## config.mk

```make
export PLATFORM = sky130hd
export DESIGN_NAME = grid_io_cfg_chain_param
export DESIGN_NICKNAME = d
export VERILOG_FILES = /design/src/rtl/io_cfg_pkg.sv /design/src/rtl/io_cfg_pad_ch.sv /design/src/rtl/grid_io_cfg_chain_param.sv
export SDC_FILE = /design/constraint.sdc
export NUM_CORES = 1
export LEC_CHECK = 0
export ABC_AREA = 1
export CAP_MARGIN = 5
export CORE_MARGIN = 2
export CORE_UTILIZATION = 49
export CTS_CLUSTER_DIAMETER = 150
export DETAILED_ROUTE_END_ITERATION = 12
export PLACE_DENSITY_LB_ADDON = 0.12
export RECOVER_POWER = 100
export SLEW_MARGIN = 30
export SYNTH_ARGS = -nofsm -noshare
export SYNTH_HDL_FRONTEND = slang
export SYNTH_SLANG_ARGS = --single-unit
export TNS_END_PERCENT = 100
```

## constraint.sdc

```tcl
create_clock -name prog_clk -period 1.6 [get_ports prog_clk]
set_input_delay 0.4 -clock prog_clk [delete_from_list [all_inputs] [get_ports prog_clk]]
set_output_delay 0.4 -clock prog_clk [all_outputs]
set_load 0.05 [all_outputs]
```

## src/rtl/io_cfg_pkg.sv

```systemverilog
// Shared config-chain types for the perimeter I/O tile.
// Per-channel field layout: bit0 dir (1 = input), bit1 out_inv.
package io_cfg_pkg;

   localparam int CFG_BITS    = 2;
   localparam int CFG_DIR     = 0;
   localparam int CFG_OUT_INV = 1;

   typedef struct packed {
      logic out_inv;
      logic dir;
   } cfg_t;

endpackage

```

## src/rtl/io_cfg_pad_ch.sv

```systemverilog
// Combinational pad mux for one I/O channel, with isolation.
// Ports: i_en (not isolated and config valid), i_cfg (active field),
//   i_soc_in/o_soc_out/o_dir (pad ring), i_outpad/o_inpad (fabric).
module io_cfg_pad_ch
   import io_cfg_pkg::*;
#(
   parameter bit ISOL_DIR = 1'b1
) (
   input  logic i_en,
   input  cfg_t i_cfg,
   input  logic i_soc_in,
   input  logic i_outpad,
   output logic o_dir,
   output logic o_soc_out,
   output logic o_inpad
);

   always_comb begin
      o_dir     = ISOL_DIR;
      o_soc_out = 1'b0;
      o_inpad   = 1'b0;
      if (i_en) begin
         o_dir = i_cfg.dir;
         if (i_cfg.dir) begin
            o_inpad = i_soc_in;
         end else begin
            o_soc_out = i_outpad ^ i_cfg.out_inv;
         end
      end
   end

endmodule

```

## src/rtl/grid_io_cfg_chain_param.sv

```systemverilog
// Perimeter I/O tile: NUM_IO pad channels behind a counted,
// double-buffered config chain (shadow shifts, commit -> active).
// Ports: prog_clk/prog_reset_n, IO_ISOL_N, ccff_head/ccff_en/ccff_tail,
//   cfg_commit/cfg_done/cfg_active, SoC pad IN/OUT/DIR, fabric outpad/inpad.
module grid_io_cfg_chain_param
   import io_cfg_pkg::*;
#(
   parameter int NUM_IO   = 9,
   parameter bit ISOL_DIR = 1'b1
) (
   input  logic              prog_clk,
   input  logic              prog_reset_n,
   input  logic              IO_ISOL_N,
   input  logic              ccff_head,
   input  logic              ccff_en,
   input  logic              cfg_commit,
   input  logic [NUM_IO-1:0] gfpga_pad_EMBEDDED_IO_HD_SOC_IN,
   output logic [NUM_IO-1:0] gfpga_pad_EMBEDDED_IO_HD_SOC_OUT,
   output logic [NUM_IO-1:0] gfpga_pad_EMBEDDED_IO_HD_SOC_DIR,
   input  logic [NUM_IO-1:0] fabric_outpad,
   output logic [NUM_IO-1:0] fabric_inpad,
   output logic              ccff_tail,
   output logic              cfg_done,
   output logic              cfg_active
);

   localparam int CHAIN_LEN = NUM_IO * CFG_BITS;
   localparam int CW        = $clog2(CHAIN_LEN + 1);
   localparam logic [CW-1:0] CNT_FULL = CW'(CHAIN_LEN);

   logic [CHAIN_LEN-1:0] r_sh;
   cfg_t [NUM_IO-1:0]    r_act;
   logic [CW-1:0]        r_cnt;
   logic                 r_done;
   logic                 r_active;

   logic                 w_commit;
   logic [CW-1:0]        w_cnt_nxt;
   logic                 w_en;

   // A shift in the same cycle always wins over a commit.
   assign w_commit = cfg_commit & r_done & ~ccff_en;

   always_comb begin
      w_cnt_nxt = r_cnt;
      if (ccff_en) begin
         if (r_cnt != CNT_FULL) begin
            w_cnt_nxt = r_cnt + CW'(1);
         end
      end else if (w_commit) begin
         w_cnt_nxt = '0;
      end
   end

   always_ff @(posedge prog_clk or negedge prog_reset_n) begin
      if (!prog_reset_n) begin
         r_sh     <= '0;
         r_act    <= '0;
         r_cnt    <= '0;
         r_done   <= 1'b0;
         r_active <= 1'b0;
      end else begin
         r_cnt  <= w_cnt_nxt;
         r_done <= (w_cnt_nxt == CNT_FULL);
         if (ccff_en) begin
            r_sh <= {r_sh[CHAIN_LEN-2:0], ccff_head};
         end else if (w_commit) begin
            r_act    <= r_sh;
            r_active <= 1'b1;
         end
      end
   end

   assign ccff_tail  = r_sh[CHAIN_LEN-1];
   assign cfg_done   = r_done;
   assign cfg_active = r_active;
   assign w_en       = IO_ISOL_N & r_active;

   for (genvar k = 0; k < NUM_IO; k++) begin : g_ch
      io_cfg_pad_ch #(
         .ISOL_DIR (ISOL_DIR)
      ) u_ch (
         .i_en      (w_en),
         .i_cfg     (r_act[k]),
         .i_soc_in  (gfpga_pad_EMBEDDED_IO_HD_SOC_IN[k]),
         .i_outpad  (fabric_outpad[k]),
         .o_dir     (gfpga_pad_EMBEDDED_IO_HD_SOC_DIR[k]),
         .o_soc_out (gfpga_pad_EMBEDDED_IO_HD_SOC_OUT[k]),
         .o_inpad   (fabric_inpad[k])
      );
   end

endmodule

```

==> metrics.cfg, run 1 <==
[status]
status = finished with violations
violations = negative setup slack

[critical_path]
worstPathRequired_ns = 1.20
r2r_cells = 7
critical_path_class = reg -> out
cp-start-kind = flip-flop
cp_max_fo = 8
r2r_setup_slack_ns = 0.24
r2r_end = cfg_done$_DFF_PN0_
r2r-start = r_cnt[0]$_DFF_PN0_
arrival_ns = 1.37
end_kind = primary output

[clocking]
cts_sinks = 43
root_buffer = clkbuf_8
cts_tree = done
clk_path_buf_depth = 2
htree_levels = 2
cts_buffers = 5
holdBufCountCts = 0
path_clk_slew_ns = 0.08
clk_latency_ns = 0.29

[synthesis]
yosysTopAreaCell = dfrtp_1
ys_top_cells_by_area = dfrtp_1, nand2_1, buf_4
netlist_area_um2 = 2180
synth.distinct_cells = 21
syn_area_per_cell_um2 = 8.27
ys_ff_latch = 43
post-synth-top-area-fraction_pct = 49.3
yosys_warnings = 0
netlist_instances = 264
syn-num-nets = 290
yosysSeqAreaShare_pct = 49.3

[sta]
period_needed_ns = 1.77
clock.fmax_mhz = 566
finalCritPeriodShare_pct = 110
setup_violations = 32
fin_ws_ns = -0.166
maxSlewViolCount = 0
whs_ns = 0.358
skew_ns = 0.00659
setup_tns_ns = -2.94
worst-slew-pin-transition_ns = 1.03
hold_viol = 0
relSlewSlack_pct = 31.1
rsz0062_at_grt = true

[placed_design]
port_buffers = 53
placed_cells_incl_taps = 343
gp_congestion = 0.798
dp_hpwl_um = 2740

[floorplanning]
start_util_pct = 50.5
row_count = 24
dieHeight_um = 70.7
die-area_um2 = 5000
io_pins = 54
core_area_um2 = 4320
die_w_um = 70.7

[pwr]
power.leakage_uw = 0.00140
peakVddDrop_v = 0.000748
internal_power_uw = 2290
p_seq_share_pct = 40.7
combinationalPowerShare_pct = 40.2
switching_share_pct = 37.0
p_switching_uw = 1350
clock_power_share_pct = 19.1
p_per_area_nw_per_um2 = 1170

[grt]
antenna_found_initial = 0
grt.total_usage_pct = 19.1
grt_overflow_total = 0
grt_max_degree = 44
grt_pass1_vias = 1648
grt_first_pass_wirelength_um = 7440

[drt]
vias_per_cell = 4.74
vias = 1697
routedWlPerCell_um = 11.9
first_pass_iters = 4
drt-total-wl_um = 4250
drt-initial-drc-count = 69
ant_nets = 0
drc = 0

[final_layout]
final-instance-count-excl-fill = 358
diodes = 0
utilization_pct = 71.8
drive_above_1_share_pct = 29.4
areaGrowthSynthToFinish_pct = 42.3
num-nets-final = 331

[run]
max_cap_violations = 0

[worst_hold_path]
hp-class = in -> async

-- worst max path at each step --
stage	start	end	depth (start not counted)
after floorplan	cfg_active$_DFFE_PN0P_	gfpga_pad_EMBEDDED_IO_HD_SOC_OUT[0]	5
after global placement	IO_ISOL_N	gfpga_pad_EMBEDDED_IO_HD_SOC_OUT[7]	5
after detailed placement	IO_ISOL_N	gfpga_pad_EMBEDDED_IO_HD_SOC_OUT[8]	5
after CTS	cfg_active$_DFFE_PN0P_	gfpga_pad_EMBEDDED_IO_HD_SOC_OUT[6]	4
after global routing	cfg_active$_DFFE_PN0P_	gfpga_pad_EMBEDDED_IO_HD_SOC_OUT[3]	4
final	cfg_active$_DFFE_PN0P_	gfpga_pad_EMBEDDED_IO_HD_SOC_OUT[1]	4
-- cells by family (layout without fill, tap and decap cells) --
group | Yosys count | after routing | synth area share (%)
DFF | 43 | 43 | 49.3
adders and majority gates | 2 | 2 | 1.15
buffers and inverters | 65 | 106 | 16.7
and+or+nand+nor | 106 | 107 | 20.2
xor gates and xnor gates | 9 | 9 | 3.61
AOI/OAI and AO/OA | 39 | 39 | 9.06
-- worst max-delay path: stages (launching register included) --
cell and delay (ns):
dfrtp_2 0.43, nand2_4 0.11, or2_4 0.29, nor2_4 0.10
buf_12 0.14
-- final cells by class --
class                   count  area, µm²
clock inverters             1       5.00
fillers                   339       1220
flip-flops and latches     43       1080
multi-input cells         157        931
clock buffers               7       86.3
repair buffers             70        836
well taps                  52       65.1
inverters                  28        105
-- placed cells by master, fill, tap and decap left out, drive strengths merged, types with 2 or more instances in the layout --
master,netlist,final
buf,34,41
or2,9,9
clkdlybuf4s50,0,16
nand3,8,8
ha,2,2
nor2,22,22
nand4,2,2
dlygate4sd2,0,4
nand2,65,66
dfrtp,43,43
inv,28,28
xnor2,9,9
o21ai,37,37
clkbuf,3,14
-- Yosys cell counts (all sizes together) --
cell	number
nand2	65
dfrtp	43
o21ai	37
buf	34
inv	28
nor2	22
or2	9
xnor2	9
nand3	8
clkbuf	3
ha	2
nand4	2
a21oi	1
o21bai	1
-- sequential cells by signal, indices dropped and copies added, names as in the netlist --
name and count:
r_act 18, r_sh 18, r_cnt 5, cfg_active 1, cfg_done 1
-- what timing repair did --
item	in CTS	in global routing
endpoints found under the setup margin	27	27
buffers inserted	6	3
resized for setup	56	10
pin swaps	24	9
cloned	1	0
endpoints found under the hold margin	0	0
-- power by group through the flow --
stage / sequential (µW) / combinational, µW / clock, µW
global placement: 1490 / 1330 / 0
global route: 1510 / 1600 / 761
CTS: 1480 / 1470 / 720
detailed placement: 1500 / 1350 / 0
finish: 1480 / 1460 / 694
floorplan: 1460 / 982 / 0
-- stage by stage --
stage / setup slack [ns] / total power, µW / instance area, µm²
global placement: -0.441 / 2820 / 2850
finish: -0.166 / 3640 / 3110
CTS: -0.173 / 3680 / 3170
floorplan: -0.0547 / 2440 / 2250
global route: -0.209 / 3870 / 3110
detailed placement: -0.456 / 2840 / 2850
-- routing by layer --
metal  vias up  share of wire [%]  global-route usage [%]
li1        871                  -                       -
met1       780                 45                    24.6
met2        39                 49                    31.5
met3         7                3.9                    3.42
met4         0                1.9                    8.81
met5         -                  0                       0
No activity file was read; power rests on OpenSTA's default activity.
==> inputs of run 2 (changes only) <==
ABC_CLOCK_PERIOD_IN_PS = 1600   (was default)
CTS_CLUSTER_SIZE = 40   (was default)
GPL_TIMING_DRIVEN = 0   (was default)
==> run 2 against run 1 <==
The flow still finishes with violations (negative setup slack). Routed wire length increased by 9.7%. First-iteration DRC count stayed put. Clock power is 22% higher. Via count up 5.8%. Die area unchanged. Clock-buffer cell count shrank 2. Critical path type unchanged. Highest routed layer unchanged.
==> metrics.cfg, run 2 (same netlist as run 1, synthesis figures left out) <==
[placed_design]
placed_cells_incl_taps = 370
place_area_um2 = 2870
gp_congestion = 0.786
port_buffers = 53
dp_hpwl_um = 3180
dp_slack_ns = -1.19

[critical_path]
arrival_ns = 1.48
r2r_cells = 7
r2r-start = r_cnt[0]$_DFF_PN0_
r2r_setup_slack_ns = 0.25
cp-start-kind = flip-flop
critPathCapture = gfpga_pad_EMBEDDED_IO_HD_SOC_DIR[0]
worstPathRequired_ns = 1.20
cp_max_fo = 6
critical_path_class = reg -> out
end_kind = primary output
r2r_end = cfg_done$_DFF_PN0_
startpoint = cfg_active$_DFFE_PN0P_

[final_layout]
largest_registers = r_act (18), r_sh (18), r_cnt (5)
final_cell_mix = nand2_1, dfrtp_1, inv_1
diodes = 0
areaGrowthSynthToFinish_pct = 48.2
finalInstanceArea_um2 = 3230
final_common_cell = nand2_1
num-nets-final = 350
drive_above_1_share_pct = 30.5
final-instance-count-excl-fill = 377

[sta]
relSlewSlack_pct = 25.0
maxSlewViolCount = 0
fin_ws_ns = -0.281
clock.fmax_mhz = 532
hold_viol = 0
skew_ns = 0.00981
worst-slew-pin-transition_ns = 1.13
period_needed_ns = 1.88
rsz0062_at_grt = true
whs_ns = 0.284
setup_violations = 33
finalCritPeriodShare_pct = 118

[pwr]
combinationalPowerShare_pct = 40.1
power.leakage_uw = 0.00150
clock_power_share_pct = 21.9
internal_power_uw = 2450
switching_share_pct = 36.1
peakVddDrop_v = 0.000734
p_seq_share_pct = 38.0
p_per_area_nw_per_um2 = 1190
p_switching_uw = 1390

[drt]
vias_per_cell = 4.76
first_pass_iters = 4
drt-initial-drc-count = 69
vias = 1795
drt-total-wl_um = 4670
ant_nets = 0
routedWlPerCell_um = 12.4
drc = 0

[clocking]
clk_latency_ns = 0.31
path_clk_slew_ns = 0.09
root_buffer = clkbuf_8
holdBufCountCts = 0
clk_path_buf_depth = 2
cts_buffers = 5
cts_tree = done
cts_sinks = 43
htree_levels = 2

[floorplanning]
die-area_um2 = 5000
die_w_um = 70.7
core_area_um2 = 4320
start_util_pct = 50.5
dieHeight_um = 70.7
row_count = 24
io_pins = 54

[grt]
grt_overflow_total = 0
grt.total_usage_pct = 20.6
grt_pass1_vias = 1692
antenna_found_initial = 0
grt_max_degree = 23
grt_first_pass_wirelength_um = 7930

[worst_hold_path]
hp-class = in -> async

[status]
violations = negative setup slack
status = finished with violations

[run]
max_cap_violations = 0

[run 2: how the worst min path moves through the flow]
stage | to | slack (ns) | startpoint
floorplan | cfg_active$_DFFE_PN0P_ | 0.10 | prog_reset_n
global route | r_sh[10]$_DFFE_PN0P_ | 0.38 | prog_reset_n
detailed placement | r_cnt[2]$_DFF_PN0_ | 0.41 | prog_reset_n
global placement | r_sh[17]$_DFFE_PN0P_ | 0.46 | r_sh[16]$_DFFE_PN0P_
finish | r_sh[10]$_DFFE_PN0P_ | 0.28 | prog_reset_n
CTS | r_act[1]$_DFFE_PN0P_ | 0.07 | prog_reset_n
[run 2: per-stage QoR]
| stage | total power (µW) | utilization [%] | setup TNS, ns |
|---|---|---|---|
| after global placement | 2800 | 65.8 | -70.25 |
| after global routing | 4070 | 74.8 | -11.91 |
| after floorplan | 2440 | - | -0.0547 |
| after detailed placement | 2840 | 66.3 | -30.17 |
| final | 3840 | 74.8 | -6.04 |
| after CTS | 3770 | 72.4 | -7.18 |
[run 2: power by group through the flow]
stage	combinational (µW)	sequential, µW	clock, µW
6_report	1540	1460	844
5_1_grt	1660	1490	914
4_1_cts	1450	1450	864
3_5_place_dp	1360	1470	0
3_3_place_gp	1330	1460	0
2_1_floorplan	982	1460	0
[run 2: area by class of cell]
| type | instances | area, µm² |
|---|---|---|
| clock inverter | 3 | 43.8 |
| sequential | 43 | 1080 |
| fill | 307 | 1090 |
| clock buffer | 5 | 68.8 |
| multi-input combinational | 157 | 893 |
| inverter | 28 | 105 |
| buffer | 28 | 234 |
| timing repair buffer | 61 | 747 |
| tap | 52 | 65.1 |
[run 2: per-layer routing]
metal	vias to the layer above	GRT usage, %	wire length [µm]
li1	910	-	-
met1	842	27.2	2040
met2	36	32.9	2330
met3	7	4.84	209
met4	0	8.18	82
met5	-	0	0
[run 2: timing repair]
action	4_1_cts	5_1_grt
endpoints found under the setup margin	30	28
cloned	2	0
resized for setup	221	44
pin swaps	5	12
buffers inserted	5	2
endpoints found under the hold margin	0	0
[run 2: worst max-delay path, cell delays in order (launching register included)]
cell and delay (ns):
dfrtp_2 0.42, nand2_4 0.10, buf_8 0.15, or2_4 0.24, buf_6 0.12, buf_8 0.14
